**src/rtl/mem_unit_if.sv**
```systemverilog
// rtl/mem_unit_if.sv - control-unit to memory-unit strobe and data bus interface
interface mem_unit_if #(
    parameter int ADDR_W = 8,
    parameter int DATA_W = 8
);
    logic [DATA_W-1:0] bus_in;
    logic              mar_latch;
    logic              mar_inc;
    logic              mar_reset;
    logic              mem_read;
    logic              mem_write;
    logic              bus_sel_mem;
    logic [DATA_W-1:0] bus_out;
    logic              bus_out_en;
    logic [ADDR_W-1:0] mar_q;
    logic              mem_busy;
    logic              mem_done;
    logic              mem_err;

    modport master (
        output bus_in, mar_latch, mar_inc, mar_reset, mem_read, mem_write, bus_sel_mem,
        input  bus_out, bus_out_en, mar_q, mem_busy, mem_done, mem_err
    );

    modport slave (
        input  bus_in, mar_latch, mar_inc, mar_reset, mem_read, mem_write, bus_sel_mem,
        output bus_out, bus_out_en, mar_q, mem_busy, mem_done, mem_err
    );
endinterface

```
**src/rtl/mem_unit.sv**
```systemverilog
// rtl/mem_unit.sv - MAR, RAM and wait-state access FSM answering control-unit memory strobes
module mem_unit #(
    parameter int ADDR_W      = 8,
    parameter int DATA_W      = 8,
    parameter int DEPTH       = 256,
    parameter int WAIT_STATES = 1
) (
    input  logic       clk,
    input  logic       reset_n,
    mem_unit_if.slave  bus
);
    localparam logic [3:0]      WS      = 4'(WAIT_STATES);
    localparam int              IDX_W   = (DEPTH > 1) ? $clog2(DEPTH) : 1;
    localparam logic [ADDR_W:0] DEPTH_L = (ADDR_W + 1)'(DEPTH);

    typedef enum logic [1:0] {
        ST_IDLE,
        ST_WAIT,
        ST_DONE
    } state_t;

    state_t            state, state_nxt;
    logic [3:0]        wait_cnt, wait_cnt_nxt;
    logic [ADDR_W-1:0] mar;
    logic [ADDR_W-1:0] acc_addr;
    logic [DATA_W-1:0] acc_wdata;
    logic [DATA_W-1:0] rdata;
    logic              acc_write;
    logic              acc_oob;
    logic              err;
    logic              out_en;
    logic              busy;
    logic              accept;
    logic              illegal;
    logic              mar_oob;
    logic [DATA_W-1:0] ram [DEPTH];

    assign busy    = (state != ST_IDLE);
    assign mar_oob = ({1'b0, mar} >= DEPTH_L);
    assign illegal = (busy & (bus.mem_read | bus.mem_write)) |
                     (~busy & bus.mem_read & bus.mem_write);

    always_comb begin
        state_nxt    = state;
        wait_cnt_nxt = wait_cnt;
        accept       = 1'b0;
        unique case (state)
            ST_IDLE: begin
                if (bus.mem_read ^ bus.mem_write) begin
                    accept       = 1'b1;
                    wait_cnt_nxt = WS;
                    state_nxt    = (WS == 4'd0) ? ST_DONE : ST_WAIT;
                end
            end
            ST_WAIT: begin
                wait_cnt_nxt = wait_cnt - 4'd1;
                if (wait_cnt == 4'd1) begin
                    state_nxt = ST_DONE;
                end
            end
            ST_DONE: state_nxt = ST_IDLE;
            default: state_nxt = ST_IDLE;
        endcase
    end

    always_ff @(posedge clk) begin
        if (!reset_n) begin
            state     <= ST_IDLE;
            wait_cnt  <= '0;
            mar       <= '0;
            acc_addr  <= '0;
            acc_wdata <= '0;
            acc_write <= 1'b0;
            acc_oob   <= 1'b0;
            rdata     <= '0;
            err       <= 1'b0;
            out_en    <= 1'b0;
        end else begin
            state    <= state_nxt;
            wait_cnt <= wait_cnt_nxt;

            if (bus.mar_reset) begin
                mar <= '0;
            end else if (bus.mar_latch) begin
                mar <= bus.bus_in[ADDR_W-1:0];
            end else if (bus.mar_inc) begin
                mar <= mar + ADDR_W'(1);
            end

            // Address is frozen here so later MAR traffic cannot redirect the access.
            if (accept) begin
                acc_addr  <= mar;
                acc_wdata <= bus.bus_in;
                acc_write <= bus.mem_write;
                acc_oob   <= mar_oob;
            end

            if (state == ST_DONE && !acc_write) begin
                rdata <= acc_oob ? '0 : ram[acc_addr[IDX_W-1:0]];
            end

            if (illegal || (accept && mar_oob)) begin
                err <= 1'b1;
            end

            // Registered against the next-cycle busy so data read in DONE drives right after.
            out_en <= bus.bus_sel_mem & (state_nxt == ST_IDLE);
        end
    end

    always_ff @(posedge clk) begin
        if (reset_n && state == ST_DONE && acc_write && !acc_oob) begin
            ram[acc_addr[IDX_W-1:0]] <= acc_wdata;
        end
    end

    assign bus.bus_out    = rdata;
    assign bus.bus_out_en = out_en;
    assign bus.mar_q      = mar;
    assign bus.mem_busy   = busy;
    assign bus.mem_done   = (state == ST_DONE);
    assign bus.mem_err    = err;
endmodule
```
**src/flat_wrapper.sv**
```systemverilog
// flat-port wrapper written by rule: the top's interface ports become plain ports
module mem_unit_flat 
#(
    parameter int ADDR_W      = 8,
    parameter int DATA_W      = 8,
    parameter int DEPTH       = 256,
    parameter int WAIT_STATES = 1
)
  (clk, reset_n, bus_bus_in, bus_mar_latch, bus_mar_inc, bus_mar_reset, bus_mem_read, bus_mem_write, bus_bus_sel_mem, bus_bus_out, bus_bus_out_en, bus_mar_q, bus_mem_busy, bus_mem_done, bus_mem_err);
  mem_unit_if #(.ADDR_W(ADDR_W), .DATA_W(DATA_W)) bus_i ();
  input  logic clk;
  input  logic reset_n;
  input wire logic [$bits(bus_i.bus_in)-1:0] bus_bus_in;
  input wire logic [$bits(bus_i.mar_latch)-1:0] bus_mar_latch;
  input wire logic [$bits(bus_i.mar_inc)-1:0] bus_mar_inc;
  input wire logic [$bits(bus_i.mar_reset)-1:0] bus_mar_reset;
  input wire logic [$bits(bus_i.mem_read)-1:0] bus_mem_read;
  input wire logic [$bits(bus_i.mem_write)-1:0] bus_mem_write;
  input wire logic [$bits(bus_i.bus_sel_mem)-1:0] bus_bus_sel_mem;
  output wire logic [$bits(bus_i.bus_out)-1:0] bus_bus_out;
  output wire logic [$bits(bus_i.bus_out_en)-1:0] bus_bus_out_en;
  output wire logic [$bits(bus_i.mar_q)-1:0] bus_mar_q;
  output wire logic [$bits(bus_i.mem_busy)-1:0] bus_mem_busy;
  output wire logic [$bits(bus_i.mem_done)-1:0] bus_mem_done;
  output wire logic [$bits(bus_i.mem_err)-1:0] bus_mem_err;
  assign bus_i.bus_in = bus_bus_in;
  assign bus_i.mar_latch = bus_mar_latch;
  assign bus_i.mar_inc = bus_mar_inc;
  assign bus_i.mar_reset = bus_mar_reset;
  assign bus_i.mem_read = bus_mem_read;
  assign bus_i.mem_write = bus_mem_write;
  assign bus_i.bus_sel_mem = bus_bus_sel_mem;
  assign bus_bus_out = bus_i.bus_out;
  assign bus_bus_out_en = bus_i.bus_out_en;
  assign bus_mar_q = bus_i.mar_q;
  assign bus_mem_busy = bus_i.mem_busy;
  assign bus_mem_done = bus_i.mem_done;
  assign bus_mem_err = bus_i.mem_err;
  mem_unit #(.ADDR_W(ADDR_W), .DATA_W(DATA_W), .DEPTH(DEPTH), .WAIT_STATES(WAIT_STATES)) u_core (.clk(clk), .reset_n(reset_n), .bus(bus_i));
endmodule
```
**config.mk**
```make
export PLATFORM = sky130hd
export DESIGN_NAME = mem_unit_flat
export DESIGN_NICKNAME = d
export VERILOG_FILES = /design/src/rtl/mem_unit_if.sv /design/src/rtl/mem_unit.sv /design/src/flat_wrapper.sv
export SDC_FILE = /design/constraint.sdc
export NUM_CORES = 2
export LEC_CHECK = 0
export CAP_MARGIN = 20
export CORE_MARGIN = 3
export CORE_UTILIZATION = 50
export DETAILED_ROUTE_END_ITERATION = 10
export GPL_TIMING_DRIVEN = 1
export MAX_ROUTING_LAYER = met4
export PLACE_DENSITY = 0.68
export SLEW_MARGIN = 25
export SYNTH_ARGS = -nofsm -noshare
export SYNTH_HDL_FRONTEND = slang
export SYNTH_SLANG_ARGS = --single-unit
```
**constraint.sdc**
```tcl
create_clock -name clk -period 4.4 [get_ports clk]
set_clock_uncertainty 0.15 [all_clocks]
set_input_delay 0.44 -clock clk [delete_from_list [all_inputs] [get_ports clk]]
set_output_delay 0.44 -clock clk [all_outputs]
set_load 0.1 [all_outputs]
```
## Word-level counts from Yosys, hierarchy flattened

Memory sizes are Yosys's and may differ from the RTL's. A register that Yosys moved wholly into a read port is not among the register bits.
Index checks and enable logic that the tools add are counted.

- Bits in latches: 0
- ROM bits: 0
- Output and inout bits: 20
- Word-level logic and storage cells: 47
- Input port bits: 16
- Memory bits (writable): 2048
- Register bits: 33
- Memories kept: 1

- Mux-type cells: 11
- Bitwise operators: 9
- Add/sub/neg operators: 2
- Divide/modulo/power cells: 0
- Magnitude comparators: 0
- Shift operators: 0
- Equal/unequal tests: 4
- Reduce and logical (&&, ||, !) cells: 12
- Multipliers: 0

Memories:

| name | words | bits a word | read ports | clocked after Yosys merged registers in | wr ports | line | source |
|---|---|---|---|---|---|---|---|
| u_core.ram | 256 | 8 | 1 | 1 | 1 | mem_unit.sv:36 | `logic [DATA_W-1:0] ram [DEPTH];` |

Operators with widths:

| operator | count |
|---|---|
| $mux 8 | 2 |
| $add 8x1->8 const B | 1 |
| $pmux 4 s2 | 1 |
| $reduce_bool 2->1 | 3 |
| $and 1x1->1 | 4 |
| $eq 4x1->1 const B | 1 |
| $logic_not 2->1 | 2 |
| $mux 1 | 4 |
| $mux 2 | 2 |
| $mux 4 | 1 |
| $pmux 2 s2 | 1 |
| $sub 4x1->4 const B | 1 |
| $logic_and 1x1->1 | 3 |
| $eq 2x1->1 const B | 1 |
| $eq 2x2->1 const B | 1 |
| $logic_not 1->1 | 2 |
| $ne 2x1->1 const B | 1 |
| $not 1->1 | 2 |
| $or 1x1->1 | 2 |
| $reduce_and 2->1 | 1 |
| $reduce_or 2->1 | 1 |
| $xor 1x1->1 | 1 |

## Logic depth before layout (Yosys ltp)

- Depth after elaboration: 5
- Depth in mapped cells: 13
- Depth with buffers taken out: 7

## Worst setup path after synthesis

Ideal clock, no wire load.

- Kind: register to register
- Start point: reg u_core.acc_wdata[0]
- End point: mem u_core.ram[0][0] (data pin)
- Data required time: 3394 ps
- Period minus slack after synthesis: 4403 ps
- Library setup time: 856 ps
- Slack: -3 ps
- Stages on the path, launching flop included: 1
- Path buffers: 0
- Arrival: 3397 ps
- Cell sequence: dfxtp_1

RTL lines:

| item | line | source |
|---|---|---|
| from (decl) | mem_unit.sv:26 | `logic [DATA_W-1:0] acc_wdata;` |
| from (signal assigned) | mem_unit.sv:93 | `acc_wdata <= bus.bus_in;` |
| to (decl) | mem_unit.sv:36 |  |

Straight into the memory's write port.

==> metrics.log <==
[metrics] CP Cell Sequence: clkinv_2 -> nor2_2 -> buf_4 -> a211oi_1 -> a22oi_1 -> a31oi_1 -> nor4_1 -> a41oi_1
[metrics] run status: finished, final reports clean
[metrics] Layout fillers: 11920
[metrics] y dimension of the die: 410.3 µm
[metrics] non-filler cells, final: 6522
[metrics] worst rel slew slack: 20.94%
[metrics] synth cell count leaders: sky130_fd_sc_hd__edfxtp_1, sky130_fd_sc_hd__mux4_2, sky130_fd_sc_hd__nor2_1
[metrics] maximum clock frequency: 254.1 MHz
[metrics] Die W: 410.3 µm
[metrics] final cell utilization of the core: 56.65%
[metrics] synth-to-layout area growth: 11.94%
[metrics] mean area per synthesized cell: 20.49 µm²
[metrics] area leader, netlist: sky130_fd_sc_hd__edfxtp_1
[metrics] part of the power in combinational logic: 3.2%
[metrics] clock buffers created by TritonCTS: 199
[metrics] Final Power: 39.83 mW
[metrics] total number of nets in the final design: 4219
[metrics] Clock Latency Late Sink: 810 ps
[metrics] ratio of final minimum period to clock period: 89.43%
[metrics] number of hold violations in the final report: 0
[metrics] number of placed I/O pins: 36
[metrics] overall fraction of global-route tracks in use: 25.20%
[metrics] WP data required: 4890 ps
[metrics] CTS tree: built
[metrics] Slowest Stage Delay on Critical Path: 830 ps
[metrics] cell-internal power: 31.48 mW
[metrics] MaxCap Viol Count: 0
[metrics] unrepaired setup endpoints after global routing: false
[metrics] DRT Pass-1 Iters: 6
[metrics] startpoint of the lowest-slack hold path: bus_bus_in[3]
[metrics] critical path class: reg2reg
[metrics] Max H-tree Level: 4
[metrics] number of cells traversed by the worst hold path: 3
[metrics] PwrDens: 435.4 nW/µm²
[metrics] launch point of the critical path: u_core.acc_addr[0]
[metrics] post-CTS setup buffer count: 0
[metrics] area of the mapped netlist: 81730 µm²
[metrics] area taken by multi-input logic gates: 17780 µm²
[metrics] DR iter-0 viols: 5742
[metrics] detailed-route vias per instance: 6.346
[metrics] post-cts gate resize count: 0
[metrics] standard cell area after detailed placement: 85310 µm²
[metrics] Cell Rows: 147
[metrics] Die Area: 168300 µm²
[metrics] worst reg-to-reg path cell count: 8
[metrics] maximum number of pins on one net before global-route repair: 170
[metrics] primary flip-flop cell chosen by synthesis mapping: sky130_fd_sc_hd__edfxtp_1
[metrics] capturing point of the worst reg2reg path: u_core.bus.bus_out[7]
[metrics] Max Slew Vio Count: 0
[metrics] critical register-to-register path startpoint: u_core.acc_addr[0]
[metrics] Core Region: 161500 µm²
[metrics] hold buffers post-CTS: 0
[metrics] Clock power frac: 41.0%
[metrics] number of flops mapped to enable cells by yosys: 2048
[metrics] cell count after placement: 6157
[metrics] per-cell routed wire length: 31.49 µm
[metrics] clock tree root driver cell: sky130_fd_sc_hd__clkbuf_16
[metrics] top cell type's share of synthesized area: 75.25%
[metrics] count of different cell masters after synthesis: 66
[metrics] antenna violations before repair: 3
[metrics] storage element area: 62360 µm²
[metrics] cell area after layout: 91490 µm²
[metrics] static leakage: 27.47 nW
[metrics] most instantiated library cell after synthesis: sky130_fd_sc_hd__edfxtp_1
[metrics] YS warnings: 0
[metrics] slew at the pin closest to its max-slew limit: 1174 ps
[metrics] worst hold path class: in2reg
[metrics] post-synthesis sequential area ratio: 76.25%
[metrics] clock slew at reported path FFs: 60 ps
[metrics] maximum fanout count along the critical path: 23
[metrics] Final ANT Viol Nets: 0
[metrics] Sequential Power Share: 55.8%
[metrics] count of state elements after synthesis: 2089
[metrics] WP data arrival: 4430 ps
[metrics] Hold Path End: u_core.acc_wdata[3]
[metrics] top area cells in the synthesized netlist: sky130_fd_sc_hd__edfxtp_1, sky130_fd_sc_hd__mux4_2, sky130_fd_sc_hd__nor2_1, sky130_fd_sc_hd__mux2i_1, sky130_fd_sc_hd__dfxtp_1
[metrics] switching part of the total: 20.96%
[metrics] DRC violations left: 0
[metrics] total number of clock tree sinks: 2089
[metrics] Net Switching: 8.347 mW
[metrics] wire length after detailed routing: 205.4 mm
[metrics] worst-path cell with the longest stage delay: sky130_fd_sc_hd__nor4_1
[metrics] largest vdd supply drop: 0.0004445 V
[metrics] vias after detailed routing: 41390
[metrics] summed negative setup slack over all endpoints: 0 ps
[metrics] global-route wire length before repair: 296.4 mm
[metrics] Synthesized Nets: 4008
[metrics] crit end category: flip-flop
[metrics] IO buf count: 35
[metrics] crit start category: flip-flop
[metrics] # setup viols final: 0
[metrics] Tmin final: 3935 ps
[metrics] Starting Density: 50.61%
[metrics] RePlAce Congestion: 0.8816
[metrics] Post-Syn Instances: 3988
[metrics] CTS max path bufs: 3
[metrics] share of post-route cells with drive strength above 1: 23.14%
[metrics] global-route congestion overflow total: 0
[metrics] asr flop ratio synth: 0%
[metrics] via count of the first global-routing pass: 40740
[metrics] slack of the worst reg-to-reg path: 470 ps
[metrics] Final HPWL DP: 126.8 mm
==> flip-flops by register name, indices dropped and copies added, names as in the netlist, 2 cells and up <==
name                count
u_core.bus.mar_q        8
u_core.ram           2048
u_core.wait_cnt         4
u_core.acc_addr         8
u_core.bus.bus_out      8
u_core.state            2
u_core.acc_wdata        8
==> worst max-delay path, delay by kind of cell, from the launching register on <==
family	cells	cell delay, ps
and+or+nand+nor	2	1090
buffers and inverters	2	930
AOI/OAI and AO/OA	4	850
DFF	1	680
==> per-layer routing <==
layer / share of wire, % / track usage [%] / wire length, µm
met3: 11 / 6.724 / 23250
met4: 3.7 / 8.046 / 7500
met2: 46 / 36.50 / 93640
met5: 0 / - / 0
met1: 39 / 35.26 / 80970
==> area by class of cell <==
class,instances,share of cell area [%]
Tap cell,2160,2.954
Clock inverter,98,0.9026
Antenna cell,6,0.01641
Sequential cell,2089,68.17
Clock buffer,260,5.808
Timing Repair Buffer,259,2.667
Multi-Input combinational cell,1638,19.43
Inverter,12,0.05334
==> power groups by stage <==
stage               logic, mW  clock network (mW)  registers, mW
floorplan               0.545                   0           22.8
global placement         1.25                   0           22.6
detailed placement       1.28                   0           22.6
CTS                      1.29                16.5           22.2
global route             1.37                17.3           22.2
finish                   1.29                16.3           22.2
==> layout by cell type (no fill, tap or decap), types with 28 or more instances in the layout <==
cell | synthesis | final
sky130_fd_sc_hd__nor2_1 | 318 | 315
sky130_fd_sc_hd__clkinv_1 | 1 | 42
sky130_fd_sc_hd__clkbuf_16 | 0 | 203
sky130_fd_sc_hd__clkbuf_1 | 84 | 55
sky130_fd_sc_hd__mux4_2 | 465 | 465
sky130_fd_sc_hd__mux2i_1 | 115 | 115
sky130_fd_sc_hd__buf_4 | 50 | 192
sky130_fd_sc_hd__nor2b_1 | 45 | 42
sky130_fd_sc_hd__nand2_1 | 167 | 166
sky130_fd_sc_hd__clkdlybuf4s50_1 | 0 | 35
sky130_fd_sc_hd__clkinv_2 | 0 | 29
sky130_fd_sc_hd__dfxtp_1 | 41 | 28
sky130_fd_sc_hd__edfxtp_1 | 2048 | 2048
sky130_fd_sc_hd__nand3_1 | 31 | 31
sky130_fd_sc_hd__buf_12 | 10 | 31
sky130_fd_sc_hd__o21ai_0 | 54 | 54
sky130_fd_sc_hd__a211oi_1 | 64 | 64
sky130_fd_sc_hd__o22ai_1 | 55 | 55
==> worst max path at each step <==
stage,end,depth (start not counted)
2_1_floorplan,u_core.ram[172][0],5
3_3_place_gp,u_core.bus.bus_out[7],7
3_5_place_dp,u_core.bus.bus_out[7],7
4_1_cts,u_core.bus.bus_out[7],7
5_1_grt,u_core.bus.bus_out[7],6
6_report,u_core.bus.bus_out[7],8
==> stage by stage <==
stage	setup WS, ps	hold WS [ps]
finish	465.1	64.31
global route	350.2	76.98
CTS	568.8	16.34
detailed placement	589.7	310.4
global placement	624.5	303.3
floorplan	362.7	302.4
==> kinds of logic (layout without fill, tap and decap cells) <==
| group | count (synthesis) | after routing | share of synthesized area (%) |
|---|---|---|---|
| compound gates | 339 | 339 | 2.901 |
| xor+xnor | 7 | 7 | 0.07502 |
| fa+ha+maj | 4 | 4 | 0.06124 |
| buf+inv | 261 | 629 | 2.036 |
| flops | 2089 | 2089 | 76.25 |
| mux | 617 | 617 | 15.08 |
| other cells | 0 | 6 | 0 |
| simple gates | 671 | 671 | 3.593 |
Power figures use the tool's default switching activity.
